<file path="config.mk">
export PLATFORM = sky130hd
export DESIGN_NAME = rsa_core_arbiter
export DESIGN_NICKNAME = d
export VERILOG_FILES = /design/src/rtl/rsa_core_arbiter.sv
export SDC_FILE = /design/constraint.sdc
export NUM_CORES = 1
export LEC_CHECK = 0
export CAP_MARGIN = 15
export CELL_PAD_IN_SITES_DETAIL_PLACEMENT = 0
export CELL_PAD_IN_SITES_GLOBAL_PLACEMENT = 2
export CORE_UTILIZATION = 22
export CTS_BUF_LIST = sky130_fd_sc_hd__clkbuf_4 sky130_fd_sc_hd__clkbuf_8 sky130_fd_sc_hd__clkbuf_16
export DETAILED_ROUTE_END_ITERATION = 8
export GPL_TIMING_DRIVEN = 0
export PLACE_DENSITY = 0.89
export SLEW_MARGIN = 20
export SYNTH_ARGS = -nofsm -noshare
export SYNTH_HDL_FRONTEND = slang
export SYNTH_SLANG_ARGS = --single-unit
</file>
<file path="constraint.sdc">
create_clock -name clk -period 3.8 [get_ports clk]
set_clock_uncertainty 0.15 [all_clocks]
set_input_delay 0.76 -clock clk [delete_from_list [all_inputs] [get_ports clk]]
set_output_delay 0.76 -clock clk [all_outputs]
set_load 0.02 [all_outputs]
</file>
<file path="src/rtl/rsa_core_arbiter.sv">
// Round-robin arbiter/sequencer sharing one RSA modexp core among NUM_REQ
// requesters, with a completion watchdog and a tagged valid/ready response.
module rsa_core_arbiter #(
  parameter int NUM_REQ = 4,
  parameter int ID_W    = 2,
  parameter int TIMEOUT = 1023
) (
  input  logic                    clk,
  input  logic                    rst,
  input  logic [NUM_REQ-1:0]      req_valid,
  output logic [NUM_REQ-1:0]      req_ready,
  input  logic [16*NUM_REQ-1:0]   req_number,
  input  logic [16*NUM_REQ-1:0]   req_key,
  input  logic [16*NUM_REQ-1:0]   req_n,
  output logic                    core_start,
  output logic [15:0]             core_number,
  output logic [15:0]             core_key,
  output logic [15:0]             core_n,
  input  logic [15:0]             core_result,
  input  logic                    core_finished,
  input  logic                    core_busy,
  output logic                    rsp_valid,
  input  logic                    rsp_ready,
  output logic [ID_W-1:0]         rsp_id,
  output logic [15:0]             rsp_data,
  output logic                    rsp_err,
  output logic                    busy
);

  typedef enum logic [1:0] {
    IDLE,
    ISSUE,
    WAIT,
    RESP
  } state_t;

  state_t          state;
  logic [ID_W-1:0] last;
  logic [ID_W-1:0] gnt;
  logic            found;
  logic            grant;
  logic [16:0]     cnt;
  logic [16:0]     cnt_nxt;
  logic            tmo;

  // Scan from the requester after the last one served, wrapping around.
  always_comb begin
    int idx;
    idx   = 0;
    gnt   = '0;
    found = 1'b0;
    for (int i = 1; i <= NUM_REQ; i++) begin
      idx = int'(last) + i;
      if (idx >= NUM_REQ) idx = idx - NUM_REQ;
      if (!found && req_valid[idx]) begin
        found = 1'b1;
        gnt   = ID_W'(idx);
      end
    end
  end

  assign grant = (state == IDLE) && !core_busy && found;

  always_comb begin
    req_ready = '0;
    if (grant) req_ready[gnt] = 1'b1;
  end

  // The compare uses the incremented count so the response rises
  // exactly TIMEOUT+1 cycles after the start pulse.
  assign cnt_nxt = cnt + 17'd1;
  assign tmo     = (cnt_nxt == 17'(TIMEOUT));

  always_ff @(posedge clk) begin
    if (rst) begin
      state       <= IDLE;
      last        <= ID_W'(NUM_REQ - 1);
      core_start  <= 1'b0;
      core_number <= '0;
      core_key    <= '0;
      core_n      <= '0;
      rsp_valid   <= 1'b0;
      rsp_id      <= '0;
      rsp_data    <= '0;
      rsp_err     <= 1'b0;
      busy        <= 1'b0;
      cnt         <= '0;
    end else begin
      unique case (state)
        IDLE: begin
          if (grant) begin
            rsp_id      <= gnt;
            core_number <= req_number[16*int'(gnt) +: 16];
            core_key    <= req_key[16*int'(gnt) +: 16];
            core_n      <= req_n[16*int'(gnt) +: 16];
            core_start  <= 1'b1;
            busy        <= 1'b1;
            state       <= ISSUE;
          end
        end
        ISSUE: begin
          core_start <= 1'b0;
          cnt        <= '0;
          state      <= WAIT;
        end
        WAIT: begin
          cnt <= cnt_nxt;
          if (core_finished) begin
            rsp_data  <= core_result;
            rsp_err   <= 1'b0;
            rsp_valid <= 1'b1;
            state     <= RESP;
          end else if (tmo) begin
            rsp_data  <= '0;
            rsp_err   <= 1'b1;
            rsp_valid <= 1'b1;
            state     <= RESP;
          end
        end
        RESP: begin
          if (rsp_ready) begin
            rsp_valid <= 1'b0;
            last      <= rsp_id;
            busy      <= 1'b0;
            state     <= IDLE;
          end
        end
        default: state <= IDLE;
      endcase
    end
  end

endmodule

</file>
# After elaboration in Yosys (flattened, before gate mapping)
# Cells that the tools add are included.
totals:
  input_bits: 217
  register_bits: 91
op_classes:
  shift: 3
  order_cmp: 10
  add_sub_neg: 9
  muxes: 43
  n_reduce_logical: 23
  n_eq_ne: 7
ops:
  columns: ["op", "n"]
  rows:
  - ["variable part select 64 x 7 -> 16 bit", 3]
  - ["less-than comparator 32 x 4 -> 1 bit (second input constant)", 4]
  - ["2-to-1 mux 32 bit", 4]
  - ["one-hot mux 17 bit (2 select lines)", 1]
  - ["2-to-1 mux 16 bit", 2]
  - ["2-to-1 mux 1 bit", 18]
  - ["adder 17 x 1 -> 17 bit (second input constant)", 1]
  - ["== test 17 x 10 -> 1 bit (second input constant)", 1]
  - ["2-to-1 mux 2 bit", 8]
  - ["subtractor 3 x 3 -> 4 bit (second input constant)", 3]
  - ["nonzero test 2 bit", 5]
  - ["greater-or-equal comparator 3 bit (second input constant)", 3]
  - ["AND reduction 3 bit", 3]
  - ["binary-select mux 1 bit (select 2 bit)", 4]
  - ["one-hot mux 2 bit (4 select lines)", 1]
  - ["AND reduction 2 bit", 4]
  - ["adder 2 x 2 -> 3 bit (second input constant)", 2]
  - ["logical AND 1 bit", 6]
  - ["one-hot mux 1 bit (2 select lines)", 3]
  - ["subtractor 4 x 3 -> 5 bit (second input constant)", 1]
  - ["adder 2 x 3 -> 4 bit (second input constant)", 1]
  - ["== test 2 bit (second input constant)", 2]
  - ["greater-or-equal comparator 4 x 3 -> 1 bit (second input constant)", 1]
  - ["zero test 1 bit", 4]
  - ["other kinds (9)", 10]

# Depth between registers and ports, before layout
logic_depth:
  ltp_word: 21
  ltp_mapped: 10

# Least setup slack after synthesis
# No wires, ideal clock.
synth_path:
  path_kind: "input-to-output"
  startpoint: "input port req_valid[1]"
  endpoint: "output port req_ready[1]"
  required_ns: 2.890
  setup_slack_ns: 0.638
  arrival_time_ns: 2.252
  path_stages: 6
  cell_sequence: "nor2b_1 a21oi_1 o221ai_1 clkbuf_1 clkbuf_1 nor3b_1"
synth_between:
  elab_chain_cells: 18
  elab_cells_between_ends: 33
synth_lines:
  columns: ["element", "line", "text"]
  rows:
  - ["start, declared", "10", "input logic [NUM_REQ-1:0] req_valid,"]
  - ["binary-select mux 1 bit (select 2 bit)", "55", "if (!found && req_valid[idx]) begin"]
  - ["2-to-1 mux 1 bit (implied by the code) (2 in series)", "55", null]
  - ["2-to-1 mux 1 bit", "55", null]
  - ["zero test 1 bit", "55", null]
  - ["logical AND 1 bit", "55", null]
  - ["2-to-1 mux 1 bit", "55", null]
  - ["zero test 1 bit", "55", null]
  - ["logical AND 1 bit", "55", null]
  - ["2-to-1 mux 1 bit", "55", null]
  - ["zero test 1 bit", "55", null]
  - ["logical AND 1 bit", "55", null]
  - ["2-to-1 mux 2 bit", "55", null]
  - ["less-than comparator 2 x 3 -> 1 bit (implied by the code) or greater-or-equal comparator 2 x 1 -> 1 bit (tied branches)", "66", "if (grant) req_ready[gnt] = 1'b1;"]
  - ["logical AND 1 bit (implied by the code)", "66", null]
  - ["2-to-1 mux 1 bit (implied by the code)", "66", null]
  - ["demux 1 bit (select 2 bit)", "66", null]
  - ["2-to-1 mux 4 bit (*)", "66", null]
  - ["end, declared", "11", "output logic [NUM_REQ-1:0] req_ready,"]
# Every way passes the cells marked *; elsewhere a longest branch is shown, timed or not. The select of a mux whose other input is x is not followed.

# Worst setup path after layout
layout_path:
  startpoint: "input port req_valid[0]"
  endpoint: "register core_number[5]"
layout_between:
  elab_chain_cells: 15
  elab_cells_between_ends: 29
layout_lines:
  columns: ["element", "line", "text"]
  rows:
  - ["branches (longest 15 deep; another with binary-select mux 1 bit (select 2 bit))", null, null]
  - ["end signal, assigned", "93", "core_number <= req_number[16*int'(gnt) +: 16];"]
  - ["end, declared", "16", "output logic [15:0] core_number,"]
# Several ways; the timed one is not identified. The select of a mux whose other input is x is not followed.
# A chain may end at the register's enable or synchronous reset.

==> results.toml <==
[route]
route.detailed.drc = 0
vias = 6307
wl_um = 24020
wl_per_cell_um = 17.92
drt_pre_antenna_iters = 6
routed_via_density = 4.707
drt_iter0_drc = 288
ant_nets = 0

[min_path]
hp-class = "reg2reg"
min_from = "core_key[12]"

[worst_setup_path]
worstPathRequired_ns = 3.94
worst-setup-path-type = "in2reg"
cp.arrival_ns = 3.78
path_common_cell = "buf_4"
critPathTopFamily = "buffers and inverters"
crit_buf_inv = 14
r2r_start = "state[0]"
cp-end-kind = "register"
worst_setup_path_start_kind = "input pin"
critPathMaxFanout = 10
critPathSlowestCell = "clkdlybuf4s50_1"
path_cells = "clkdlybuf4s50_1 > or4_1 > nand3b_1 > buf_4 > buf_4 > buf_4 > buf_4 > buf_4 > buf_4 > buf_4 > buf_4 > buf_4 > buf_4 > buf_4 > buf_4 > buf_2 > a311o_1 > a21oi_1"
startpoint = "req_valid[0]"
slowest_delay_ns = 0.52

[pwr]
p_leak_nw = 3.213
finalPower_mw = 4.067
power.density_nw_per_um2 = 451.8
max-vdd-ir-drop_mv = 0.1750

[floorplanning]
num_rows = 56
die_w_um = 156.7
core_um2 = 23470
start_util = 0.2244
die_h_um = 156.7
die_area_um2 = 24560
ios = 291

[timing]
worst_pin_slew_ns = 0.6397
fin_crit_sh = 0.9567
finalSetupViolations = 0
slew_violations = 0
setup_tns_ns = 0
max_freq_mhz = 275.1
rsz0062_at_grt = "false"
finalHoldViolations = 0
layout_min_cycle_time_ns = 3.636
slew_headroom = 0.5736

[synthesis]
syn_area_per_cell_um2 = 7.502
syn_inst = 702
synth_edf_count = 0
ys_top_cells_by_count = "nand2_1 (183), dfxtp_1 (91), a21oi_1 (70)"
synthDistinctLibCells = 49
ys_async_sr_fraction = 0
ys_seq_elements = 91
synth-main-ff-cell = "dfxtp_1"
ys_seq_area_frac = 0.3459
yosys.area.top_type_share = 0.3459
syn-num-nets = 926
synth_top_area_cell = "dfxtp_1"
yosysWarnings = 0
synth.area.top_cells = "dfxtp_1 (35%), nand2_1 (13%), a311o_1 (9.1%), a211oi_1 (7.1%), a21oi_1 (6.7%)"
yosysMostFrequentCell = "nand2_1"
syn_area_um2 = 5266

[grt]
grt.total_usage = 0.1887
grt_start_max_net_pins = 20
antenna_found_initial = 1
grt_pass1_wl_um = 35020
grt_pass1_vias = 6123
grt_overflow = 0

[clocking]
cts_tree = "done"
cts.htree.levels = 3
cts_root_buf = "clkbuf_16"
clock_latency_ns = 0.36
cts_buffers = 9
cts_num_sinks = 91
clockBufferDepth = 2
clkTransAtPathRegs_ns = 0.08

[place]
port_buffers = 290
dp_hpwl_um = 18640
place.gp.congestion = 0.8192

[flow_run]
drv_cap = 0

[cells_and_area]
num-fill-cells = 2443
areaGrowthSynthToFinish_pct = 70.92
fin_nets = 1239
drive_gt1_frac = 0.05980

[outcome]
status = "completed"
## cell usage in the layout, fill, tap and decap left out, drive strengths merged, types with 2 or more instances in the layout
master and instances:
a211o 2, a211oi 50, a21o 2, a21oi 73
a22o 16, a22oi 3, a311o 48, a32oi 2
and2 50, and3 5, buf 35, clkbuf 48
clkdlybuf4s50 285, clkinv 2, dfxtp 91, dlymetal6s2s 3
ha 7, inv 12, mux2i 3, nand2 183
nand2b 5, nand3 7, nand4 2, nand4b 2
nor2 32, nor2b 3, nor3 15, o21a 2
o21ai 11, or3 2
## area by class of cell
class | instances | area (um2) | share of cell area
Inverter | 8 | 30.03 | 0.003336
Clock buffer | 9 | 225.2 | 0.02502
Timing Repair Buffer | 305 | 3017 | 0.3351
Tap cell | 319 | 399.1 | 0.04434
Multi-Input combinational cell | 542 | 3162 | 0.3513
Clock inverter | 7 | 67.56 | 0.007506
Sequential cell | 91 | 1822 | 0.2024
Antenna cell | 1 | 2.502 | 0.0002780
Buffer | 58 | 276.5 | 0.03072
## registers in the layout, summed over array words and instances (netlist names), 2 cells and up
signal / cells
state: 2
rsp_data: 16
core_number: 16
rsp_id: 2
core_n: 16
last: 2
cnt: 17
core_key: 16
## metrics by stage
stage | utilization | cells | area (um2) | worst slack (ns) | hold WS [ns]
global placement | 0.3650 | 1311 | 8568 | -0.8142 | 0.2918
CTS | 0.3833 | 1340 | 8997 | -0.005541 | 0.3073
floorplan | - | 702 | 5266 | 0.6378 | 0.3117
finish | 0.3835 | 1340 | 9001 | 0.1644 | 0.3048
global route | 0.3835 | 1340 | 9001 | 0.003201 | 0.3275
detailed placement | 0.3650 | 1311 | 8568 | -0.8107 | 0.2969
## power breakdown
part	switching (mW)	internal (mW)	leakage, nW
clock network	0.462	0.463	0.142
registers	0.0850	1.10	0.742
logic	1.06	0.891	2.33
total	1.61	2.46	3.21
## worst register-to-register path, stage by stage, from the launching register on
cell and delay (ns):
dfxtp_1 0.34, inv_1 0.11, ha_1 0.31, nand3b_1 0.21, buf_4 0.19, buf_4 0.12, buf_4 0.12, buf_4 0.12
buf_4 0.12, buf_4 0.12, buf_4 0.12, buf_4 0.11, buf_4 0.12, buf_4 0.12, buf_4 0.11, buf_4 0.15
buf_2 0.20, a311o_1 0.35, a21oi_1 0.13
## worst paths after layout
path,to,slack [ns],cells after the start
setup reg to reg,core_number[5],0.40,18
setup / recovery,core_number[5],0.16,18
hold reg to reg,core_key[12],0.30,2
hold / removal,core_key[12],0.30,2
## metal layers
layer	part of all wire	vias to the layer above	track usage
li1	-	3142	-
met1	0.42	2954	0.2195
met2	0.50	184	0.3462
met3	0.059	27	0.03988
met4	0.016	0	0.04949
met5	0	-	0
## logic make-up after synthesis
group,Yosys count,synth area share
AOI/OAI and AO/OA,217,0.3051
xor gates and xnor gates,1,0.001663
and+or+nand+nor,313,0.2689
buffers and inverters,69,0.05393
muxes,4,0.007840
adders and majority gates,7,0.01663
DFF,91,0.3459
## what timing repair did
item / 4_1_cts / 5_1_grt
resized for setup: 15 / 12
hold buffers: 0 / 0
pin swaps: 1 / 0
setup buffers: 15 / 0
setup endpoints to repair: 4 / 43
Note: power is estimated with default switching activity, not from simulation.
